### config.mk
export PLATFORM = sky130hd
export DESIGN_NAME = chu_pdm_audio_core
export DESIGN_NICKNAME = d
export VERILOG_FILES = /design/src/rtl/chu_pdm_audio_core.sv
export SDC_FILE = /design/constraint.sdc
export NUM_CORES = 1
export LEC_CHECK = 0
export CORE_MARGIN = 2
export CORE_UTILIZATION = 35
export CTS_CLUSTER_DIAMETER = 30
export DETAILED_ROUTE_END_ITERATION = 7
export PLACE_DENSITY = 0.53
export SLEW_MARGIN = 20
export SYNTH_ARGS = -nofsm -noshare
export SYNTH_HDL_FRONTEND = slang
export SYNTH_SLANG_ARGS = --single-unit
### constraint.sdc
create_clock -name clk -period 8.3 [get_ports clk]
set_clock_uncertainty 0.1 [all_clocks]
set_input_delay 1.66 -clock clk [delete_from_list [all_inputs] [get_ports clk]]
set_output_delay 1.66 -clock clk [all_outputs]
set_load 0.005 [all_outputs]
### src/rtl/chu_pdm_audio_core.sv
// FPro MMIO slot: PCM sample FIFO feeding a PDM modulator.
// Define PDM_SECOND_ORDER_EN for a second-order modulator.
module chu_pdm_audio_core #(
    parameter int W = 4
) (
    input  logic        clk,
    input  logic        rst,
    input  logic        cs,
    input  logic        read,
    input  logic        write,
    input  logic [4:0]  addr,
    input  logic [31:0] wr_data,
    output logic [31:0] rd_data,
    output logic        pdm_out,
    output logic [15:0] pcm_out
);

    logic [15:0]  mem [0:2**W-1];
    logic [W-1:0] wr_ptr, rd_ptr;
    logic [W:0]   count;
    logic         en, overrun, underrun;
    logic [15:0]  pdm_div, div_cnt;
    logic [7:0]   osr, osr_cnt;
    logic         wr_en, wr_fifo, wr_ctrl, wr_div, wr_osr, wr_clr;
    logic         flush, empty, full, push_ok, pop;
    logic         pdm_tick, smp_tick;
    logic         unused_ok;

    assign wr_en   = cs & write;
    assign wr_fifo = wr_en & (addr == 5'd0);
    assign wr_ctrl = wr_en & (addr == 5'd1);
    assign wr_div  = wr_en & (addr == 5'd2);
    assign wr_osr  = wr_en & (addr == 5'd3);
    assign wr_clr  = wr_en & (addr == 5'd4);
    assign flush   = wr_ctrl & wr_data[1];

    assign empty   = (count == '0);
    assign full    = count[W];
    assign pdm_tick = en & (div_cnt == pdm_div);
    assign smp_tick = pdm_tick & (osr_cnt == osr);
    assign pop     = smp_tick & ~empty;
    assign push_ok = wr_fifo & (~full | pop);

    assign unused_ok = ^{read, wr_data[31:16]};

    // Control registers
    always_ff @(posedge clk) begin
        if (rst) begin
            en      <= 1'b0;
            pdm_div <= 16'd49;
            osr     <= 8'd63;
        end else begin
            if (wr_ctrl) en <= wr_data[0];
            if (wr_div) pdm_div <= wr_data[15:0];
            if (wr_osr) osr <= wr_data[7:0];
        end
    end

    // FIFO storage, written only on accepted pushes
    always_ff @(posedge clk) begin
        if (push_ok) mem[wr_ptr] <= wr_data[15:0];
    end

    // FIFO pointers and occupancy; flush empties without touching data path
    always_ff @(posedge clk) begin
        if (rst || flush) begin
            wr_ptr <= '0;
            rd_ptr <= '0;
            count  <= '0;
        end else begin
            if (push_ok) wr_ptr <= wr_ptr + {{(W-1){1'b0}}, 1'b1};
            if (pop) rd_ptr <= rd_ptr + {{(W-1){1'b0}}, 1'b1};
            case ({push_ok, pop})
                2'b10:   count <= count + {{W{1'b0}}, 1'b1};
                2'b01:   count <= count - {{W{1'b0}}, 1'b1};
                default: count <= count;
            endcase
        end
    end

    // Sticky error flags; a new event wins over a same-cycle clear
    always_ff @(posedge clk) begin
        if (rst) begin
            overrun  <= 1'b0;
            underrun <= 1'b0;
        end else begin
            overrun  <= (overrun & ~wr_clr) | (wr_fifo & full & ~pop);
            underrun <= (underrun & ~wr_clr) | (smp_tick & empty);
        end
    end

    // Tick counters; a counter above a freshly lowered limit wraps naturally
    always_ff @(posedge clk) begin
        if (rst || !en) begin
            div_cnt <= '0;
            osr_cnt <= '0;
        end else begin
            div_cnt <= pdm_tick ? 16'd0 : div_cnt + 16'd1;
            if (pdm_tick)
                osr_cnt <= (osr_cnt == osr) ? 8'd0 : osr_cnt + 8'd1;
        end
    end

    // Sample register loaded from the FIFO head on each sample tick
    always_ff @(posedge clk) begin
        if (rst || !en) pcm_out <= '0;
        else if (pop) pcm_out <= mem[rd_ptr];
    end

`ifdef PDM_SECOND_ORDER_EN
    logic signed [23:0] i1, i2, i1_n, i2_n;
    logic signed [25:0] y, s1, s2;

    function automatic logic signed [23:0] sat24(input logic signed [25:0] v);
        if (v > 26'sd8388607) return 24'sh7fffff;
        else if (v < -26'sd8388608) return 24'sh800000;
        else return v[23:0];
    endfunction

    assign y    = pdm_out ? 26'sd32767 : -26'sd32768;
    assign s1   = $signed({{2{i1[23]}}, i1})
                + $signed({{10{pcm_out[15]}}, pcm_out}) - y;
    assign i1_n = sat24(s1);
    assign s2   = $signed({{2{i2[23]}}, i2})
                + $signed({{2{i1_n[23]}}, i1_n}) - y;
    assign i2_n = sat24(s2);

    // Second-order modulator: two saturating integrators, sign decides bit
    always_ff @(posedge clk) begin
        if (rst || !en) begin
            i1      <= '0;
            i2      <= '0;
            pdm_out <= 1'b0;
        end else if (pdm_tick) begin
            i1      <= i1_n;
            i2      <= i2_n;
            pdm_out <= ~i2_n[23];
        end
    end
`else
    logic [15:0] acc;
    logic [16:0] sum;

    assign sum = {1'b0, acc} + {1'b0, pcm_out ^ 16'h8000};

    // First-order modulator: accumulator carry is the output bit
    always_ff @(posedge clk) begin
        if (rst || !en) begin
            acc     <= '0;
            pdm_out <= 1'b0;
        end else if (pdm_tick) begin
            acc     <= sum[15:0];
            pdm_out <= sum[16];
        end
    end
`endif

    // Register read mux, registered state only
    always_comb begin
        rd_data = '0;
        case (addr)
            5'd0: begin
                rd_data[8 +: W+1] = count;
                rd_data[3:0] = {overrun, underrun, full, empty};
            end
            5'd1: rd_data[0] = en;
            5'd2: rd_data[15:0] = pdm_div;
            5'd3: rd_data[7:0] = osr;
            default: rd_data = '0;
        endcase
    end

endmodule
==> summary.md, run 1 <==
| Metric | Value |
|---|---|
| Largest net degree at the start of global routing | 45 |
| Worst vdd ir | 164 uV |
| Detailed Route Iter0 Violations | 682 |
| Total power | 5.16 mW |
| H-tree depth reported by CTS | 3 |
| Status | complete, no violations |
| Share of cells above drive strength 1 | 21.0% |
| Post-synthesis async set-or-reset flop share | 0% |
| Fin crit share | 67.1% |
| Post_cts resized | 0 |
| Vias in the first global route | 9188 |
| Die Wd | 211 um |
| RSZ-0062 raised after global routing | false |
| Buffers on Ports | 57 |
| Initial Utilization | 35.6% |
| Synthesis-to-layout area growth | 26.9% |
| Power Dens Cells | 270 nW/um2 |
| Detail Placement HPWL | 22400 um |
| Number of setup violations in the final report | 0 |
| Post-synthesis register bit count | 353 |
| Clock latency on the worst-skew pair | 0.60 ns |
| Cell taking the most area after synthesis | edfxtp_1 |
| Hold WC Path Type | flip-flop to flip-flop |
| # DRC | 0 |
| Worst-Margin Slew | 1.11 ns |
| Final Non-Filler Cells | 1740 |
| Leakage dissipation | 6.51 nW |
| Final hold viol count | 0 |
| Critical path arrival | 3.81 ns |
| Final net count | 1205 |
| Psw | 1.07 mW |
| Die Ht | 211 um |
| CTS tree | yes |
| Top cell type's share of synthesized area | 51.1% |
| Final core utilization | 45.2% |
| Sequential area share after synthesis | 64.0% |
| Netlist cell types | 54 |
| Synthesized area | 15000 um2 |
| Setup_tns | 0 ns |
| Worst-case clock buffer depth | 3 |
| Grt ovf | 0 |
| Antenna cell count | 0 |
| Most frequent cells in the layout | 256 x edfxtp_1, 96 x nor2_1, 95 x dfxtp_1, 81 x nand2_1, 81 x mux4_2 |
| Clk root buf | clkbuf_16 |
| CP required | 6.54 ns |
| Slew Limit Fails | 0 |
| Global-route usage over all layers | 16.6% |
| Final ANT Viol Nets | 0 |
| Dpl cell area | 16300 um2 |
| Peak Freq | 179 MHz |
| Sequential share of power | 36.7% |
| Critical Path End Type | output port |
| IO Count | 91 |
| Most common cell after layout, fill and taps aside | edfxtp_1 |
| Placed cells | 1591 |
| Number of detailed-route iterations in the first pass | 6 |
| Crit path kind | input pin to output port |
| Post-CTS Repair Setup Buffers | 0 |
| Post-synth EDFFs | 256 |
| Switching share of total power | 20.8% |
| Worst-path maximum fanout | 16 |
| Clock power frac | 62.2% |
| Num rows | 75 |
| RePlAce Congestion | 0.828 |
| Total routed wirelength | 36200 um |
| Cells after synthesis | 1018 |
| Total number of vias | 8864 |
| TritonCTS buffer count | 80 |
| Comb power frac | 1.0% |
| Num Clock Sinks | 353 |
| MaxCap Viol Count | 0 |
| Hold buffers post-CTS | 0 |
| Wire length per cell | 20.8 um |
| Initial antenna violation count | 1 |
| First-pass GRT wire length | 54600 um |
| PnR worst setup slack | 2.73 ns |
| Core ar. | 42200 um2 |
| Pint | 4.09 mW |
| Finished Cell Area | 19100 um2 |
| Syn Area/Cell | 14.8 um2 |
| Clock Pin Slew Worst Setup and Hold Paths | 0.04 ns |
| Fin crit period | 5.57 ns |
| Worst Setup Start Kind | input pin |
| Slew margin rel. | 26.2% |
| Area contributors post-synth | edfxtp_1 51%, dfxtp_1 13%, mux4_2 12% |
| Die area | 44700 um2 |
| Post-Place Setup Slack | 2.74 ns |
| Hold_ws | 0.353 ns |
| Synth Flop Type | edfxtp_1 |
| YS warnings | 0 |
| Vias/cell | 5.09 |
## power by group through the flow
stage,Combinational [mW],Sequential (mW),Clock (mW)
6_report,0.0528,1.90,3.21
5_1_grt,0.0584,1.89,3.35
4_1_cts,0.0539,1.90,3.26
3_5_place_dp,0.0537,1.93,0
3_3_place_gp,0.0527,1.93,0
2_1_floorplan,0.0208,1.93,0
## worst paths after layout
path	end	from	cells past startpoint	slack, ns
worst max-delay path	rd_data[3]	addr[0]	5	2.73
worst min-delay path	acc[0]	acc[0]	2	0.35
worst max register to register	count[4]	div_cnt[0]	15	4.35
worst min register to register	acc[0]	acc[0]	2	0.35
## synth_stat cells (10+ instances only)
master    instances
xnor2_1          23
nand4_1          10
a21oi_1          47
dfxtp_1          97
ha_1             27
mux2i_1          30
clkbuf_1         24
xor2_1           39
nor2_1           96
and3_1           20
nand3_1          19
edfxtp_1        256
mux4_2           81
nor2b_1          10
buf_4            17
o21ai_0          12
inv_1            18
nand2_1          81
## routing by layer
layer	track usage, %	share of wire (%)
met5	0	0.033
met4	5.66	2.2
met3	3.87	4.9
met2	27.8	49
met1	21.2	44
## registers in the layout, indices dropped and copies added, names as in the netlist, 5 cells and up
register  count
acc          16
mem         256
count         5
pcm_out      16
osr_cnt       8
div_cnt      16
pdm_div      16
osr           8
## final cells by class
cell class / instances / area [um2]
Timing Repair Buffer: 79 / 796
Sequential cell: 353 / 9630
Fill cell: 3709 / 23100
Clock inverter: 59 / 742
Tap cell: 539 / 674
Clock buffer: 90 / 2060
Multi-Input combinational cell: 602 / 5110
Inverter: 18 / 67.6
## cell families (layout without fill, tap and decap cells)
kind of cell | count (synthesis) | after routing | synth area share (%)
AO/OA/AOI/OAI | 98 | 98 | 4.16
flip-flops | 353 | 353 | 64.0
buffers and inverters | 78 | 246 | 2.49
multiplexers | 114 | 114 | 14.3
XOR/XNOR | 62 | 62 | 3.61
adder cells (fa/ha/maj) | 29 | 29 | 2.51
other | 1 | 16 | 0.0249
AND/OR/NAND/NOR | 283 | 283 | 8.85
## worst max-delay path, stage by stage
cell and delay [ns]:
clkdlybuf4s50_1 0.99, mux2_2 0.43, a22oi_1 0.21, nor2_1 0.06
clkdlybuf4s50_1 0.45
No activity file was read; power rests on OpenSTA's default activity.
==> run 2, diff against run 1 <==
- PLACE_DENSITY: 0.53 -> 0.55
- clock period: 8.3 -> 5 ns (I/O delays scaled with it)
==> summary.md, run 2 (synthesized netlist as in run 1, its figures left out) <==
| Metric | Value |
|---|---|
| Switching share of total power | 20.2% |
| Fin crit period | 4.27 ns |
| CP required | 3.90 ns |
| Peak Freq | 234 MHz |
| Power Dens Cells | 456 nW/um2 |
| Antenna cell count | 0 |
| RSZ-0062 raised after global routing | false |
| Initial antenna violation count | 0 |
| Initial Utilization | 35.6% |
| Slowest library cell on the worst path | clkdlybuf4s50_1 |
| Number of detailed-route iterations in the first pass | 5 |
| H-tree depth reported by CTS | 3 |
| Clock power frac | 62.9% |
| Status | complete, no violations |
| Worst-Margin Slew | 1.05 ns |
| Num rows | 75 |
| Global-route usage over all layers | 16.8% |
| Detail Placement HPWL | 22100 um |
| Wire length per cell | 20.9 um |
| Crit path top cell by count | clkdlybuf4s50_1 |
| Final core utilization | 45.4% |
| Fin crit share | 85.4% |
| Max FFs per register | 256 |
| Setup_tns | 0 ns |
| MaxCap Viol Count | 0 |
| Critical Path End Type | output port |
| Crit path cell chain | clkdlybuf4s50_1 > nor3_1 > nand2_1 > nor2_1 > and2_1 > clkdlybuf4s50_1 |
| Clock latency on the worst-skew pair | 0.60 ns |
| Vias/cell | 5.09 |
| First-pass GRT wire length | 55300 um |
| Critical path arrival | 3.17 ns |
| Total routed wirelength | 36500 um |
| Hold WC Path Type | flip-flop to flip-flop |
| Hold buffers post-CTS | 0 |
| Grt ovf | 0 |
| Vias in the first global route | 9163 |
| Die Wd | 211 um |
| Most common cell after layout, fill and taps aside | edfxtp_1 |
| Slew Limit Fails | 0 |
| Core ar. | 42200 um2 |
| Post-CTS Repair Setup Buffers | 0 |
| Clk root buf | clkbuf_16 |
| Most frequent cells in the layout | 256 x edfxtp_1, 96 x nor2_1, 95 x dfxtp_1 |
| Leakage dissipation | 6.56 nW |
| Fillers | 3691 |
| Psw | 1.76 mW |
| Post_cts resized | 0 |
| Synthesis-to-layout area growth | 27.4% |
| Worst vdd ir | 295 uV |
| Worst-case clock buffer depth | 3 |
| Pint | 6.97 mW |
| Largest Register | mem |
| Buffers on Ports | 57 |
| Clock Pin Slew Worst Setup and Hold Paths | 0.04 ns |
| Final net count | 1211 |
| IO Count | 91 |
| Worst Setup Start Kind | input pin |
| Number of setup violations in the final report | 0 |
| Crit path kind | input pin to output port |
| CP max stage delay | 0.49 ns |
| TritonCTS buffer count | 80 |
| Die area | 44700 um2 |
| Worst-path maximum fanout | 7 |
| Final ANT Viol Nets | 0 |
| RePlAce Congestion | 0.865 |
| Num Clock Sinks | 353 |
| Slew margin rel. | 29.9% |
| Share of cells above drive strength 1 | 21.3% |
| Largest net degree at the start of global routing | 67 |
| Detailed Route Iter0 Violations | 716 |
| Total number of vias | 8873 |
| Comb power frac | 1.0% |
| Die Ht | 211 um |
| Final hold viol count | 0 |
| CTS tree | yes |
| Sequential share of power | 36.0% |
| # DRC | 0 |
run 2: cell types whose count changed in the layout (fill, tap and decap cells not counted), moves of 3 or more:
cell	previous run	this run
buf_16	3	0
buf_4	19	27
clkbuf_8	2	5
clkinv_1	7	3
clkinv_2	16	6
clkinv_4	6	10
run 2: cell type report:
class | count | area (um2) | share of cell area, %
clock buffers | 95 | 2130 | 11.1
clock inverters | 52 | 747 | 3.90
inverters | 18 | 67.6 | 0.353
multi-input cells | 602 | 5120 | 26.7
flip-flops and latches | 353 | 9630 | 50.3
well taps | 539 | 674 | 3.52
repair buffers | 85 | 793 | 4.14
run 2: critical path: cells and delay by family:
kind | cells | cell delay [ns]
and+or+nand+nor | 4 | 1.22
buffers and inverters | 2 | 0.94
run 2: path summary, 6_finish.rpt:
kind                                  from           to  slack [ns]  cells after the start
worst min-delay path               acc[13]      acc[13]        0.35                      2
worst max register to register  div_cnt[0]     count[4]        1.13                     14
worst min register to register     acc[13]      acc[13]        0.35                      2
worst max-delay path               addr[3]  rd_data[14]        0.73                      6
run 2: power groups by stage:
| stage | registers [mW] | logic, mW | clock network [mW] |
|---|---|---|---|
| after floorplan | 3.20 | 0.0346 | 0 |
| after global placement | 3.20 | 0.0886 | 0 |
| after detailed placement | 3.20 | 0.0909 | 0 |
| after CTS | 3.15 | 0.0910 | 5.58 |
| after global routing | 3.14 | 0.0994 | 5.72 |
| final | 3.15 | 0.0898 | 5.49 |
run 2: stage by stage:
stage                     hold slack, ns  setup slack, ns  total power [mW]  instance area (um2)  cells
after floorplan                    0.336             1.24              3.23                15100   1033
after global placement             0.342            0.668              3.29                16300   1597
after detailed placement           0.349            0.592              3.29                16300   1597
after CTS                          0.355            0.749              8.82                19200   1744
after global routing               0.370            0.457              8.97                19200   1744
final                              0.355            0.731              8.73                19200   1744
run 2: layer usage:
| layer | GRT usage, % | wire, um | share of wire (%) | vias up |
|---|---|---|---|---|
| met3 | 3.44 | 1750 | 4.8 | 72 |
| met5 | 0 | 0 | 0 | - |
| li1 | - | - | - | 4113 |
| met1 | 21.8 | 16000 | 44 | 4463 |
| met4 | 6.05 | 920 | 2.5 | 0 |
| met2 | 27.9 | 17900 | 49 | 225 |
==> run 3, diff against run 2 <==
- CTS_BUF_LIST: unset -> sky130_fd_sc_hd__clkbuf_8
==> summary.md, run 3 (synthesized netlist as in run 1, its figures left out) <==
| Metric | Value |
|---|---|
| Hold WC Path Type | flip-flop to flip-flop |
| Worst-Margin Slew | 1.03 ns |
| CP required | 3.90 ns |
| Final ANT Viol Nets | 0 |
| Worst-path maximum fanout | 7 |
| Largest net degree at the start of global routing | 67 |
| IO Count | 91 |
| TritonCTS buffer count | 81 |
| Fin crit period | 4.25 ns |
| Max FFs per register | 256 |
| # DRC | 0 |
| Number of detailed-route iterations in the first pass | 5 |
| Reg-to-reg slack, setup | 1.15 ns |
| Post_cts resized | 0 |
| Detail Placement HPWL | 22100 um |
| Die Ht | 211 um |
| Clock latency on the worst-skew pair | 0.61 ns |
| Crit path kind | input pin to output port |
| Status | complete, no violations |
| Num rows | 75 |
| Switching share of total power | 20.4% |
| Worst vdd ir | 187 uV |
| Share of cells above drive strength 1 | 20.2% |
| Hold Path End | acc[0] |
| MaxCap Viol Count | 0 |
| Wire length per cell | 20.6 um |
| Post-CTS Repair Setup Buffers | 0 |
| Hold Crit Start | acc[0] |
| Clock Pin Slew Worst Setup and Hold Paths | 0.05 ns |
| Critical register-to-register path endpoint | count[4] |
| Final net count | 1212 |
| Reg area | 9630 um2 |
| Critical path arrival | 3.15 ns |
| Power Dens Cells | 378 nW/um2 |
| Vias/cell | 5.05 |
| Worst Setup Start Kind | input pin |
| Hold buffers post-CTS | 0 |
| Clk root buf | clkbuf_8 |
| Comb power frac | 1.3% |
| Pint | 5.45 mW |
| Total power | 6.84 mW |
| Slew Limit Fails | 0 |
| Fin crit share | 85.1% |
| Number of setup violations in the final report | 0 |
| Total number of vias | 8796 |
| Most frequent cells in the layout | 256 x edfxtp_1, 96 x nor2_1, 95 x dfxtp_1, 86 x clkbuf_8 |
| Worst-case clock buffer depth | 3 |
| Hold path cells | 2 |
| Launch point of the worst reg-to-reg path | div_cnt[0] |
| Peak Freq | 235 MHz |
| Critical Path End Type | output port |
| Clock power frac | 52.8% |
| Psw | 1.40 mW |
| Most common cell after layout, fill and taps aside | edfxtp_1 |
| CTS tree | yes |
| Global-route usage over all layers | 16.5% |
| Multi-input gate area | 5120 um2 |
| H-tree depth reported by CTS | 3 |
| Setup_tns | 0 ns |
| Detailed Route Iter0 Violations | 629 |
| Antenna cell count | 0 |
| Die Wd | 211 um |
| Final hold viol count | 0 |
| Register-to-Register Path Depth | 14 |
| Total routed wirelength | 35900 um |
| Vias in the first global route | 9028 |
| First-pass GRT wire length | 54400 um |
| Fillers | 3810 |
| Core ar. | 42200 um2 |
| Num Clock Sinks | 353 |
| Buffers on Ports | 57 |
| Initial Utilization | 35.6% |
| Leakage dissipation | 6.14 nW |
| Synthesis-to-layout area growth | 20.3% |
| RSZ-0062 raised after global routing | false |
| Grt ovf | 0 |
| Die area | 44700 um2 |
| Slew margin rel. | 31.4% |
| Sequential share of power | 45.9% |
| Largest Register | mem |
| Initial antenna violation count | 0 |
| RePlAce Congestion | 0.865 |
[run 3: layout make-up]
class | instances | area share [%]
Clock inverter | 59 | 3.49
Inverter | 18 | 0.373
Timing Repair Buffer | 85 | 4.38
Clock buffer | 86 | 6.54
Tap cell | 539 | 3.73
Sequential cell | 353 | 53.2
Multi-Input combinational cell | 602 | 28.3
[run 3: worst max-delay path, cell delays in order]
cell             delay [ns]
clkdlybuf4s50_1        0.44
nor3_1                 0.47
nand2_1                0.32
nor2_1                 0.26
and2_1                 0.16
clkdlybuf4s50_1        0.49
[run 3: worst max path at each step]
stage,depth (start not counted),startpoint,end
2_1_floorplan,15,addr[3],count[4]
3_3_place_gp,15,addr[3],count[4]
3_5_place_dp,15,addr[3],count[4]
4_1_cts,6,addr[3],rd_data[14]
5_1_grt,6,addr[3],rd_data[13]
6_report,6,addr[3],rd_data[14]
[run 3: power by group through the flow]
stage                     Sequential (mW)  Combinational, mW  Clock (mW)
after floorplan                      3.20             0.0346           0
after global placement               3.20             0.0886           0
after detailed placement             3.20             0.0909           0
after CTS                            3.14             0.0909        3.70
after global routing                 3.14             0.0995        3.83
final                                3.14             0.0899        3.61
[run 3: per-stage QoR]
stage / instance area [um2] / hold WS [ns] / worst slack, ns / cells / utilization [%]
3_5_place_dp: 16300 / 0.349 / 0.592 / 1597 / 38.6
5_1_grt: 18100 / 0.371 / 0.458 / 1742 / 42.9
6_report: 18100 / 0.355 / 0.746 / 1742 / 42.9
2_1_floorplan: 15100 / 0.336 / 1.24 / 1033 / -
3_3_place_gp: 16300 / 0.342 / 0.668 / 1597 / 38.6
4_1_cts: 18100 / 0.356 / 0.749 / 1742 / 42.9
[run 3: routing by layer]
metal | vias up | part of all wire, % | global-route usage (%)
met4 | 0 | 2.2 | 5.61
li1 | 4103 | - | -
met2 | 208 | 49 | 27.5
met5 | - | 0 | 0
met3 | 68 | 4.7 | 3.44
met1 | 4417 | 44 | 21.6
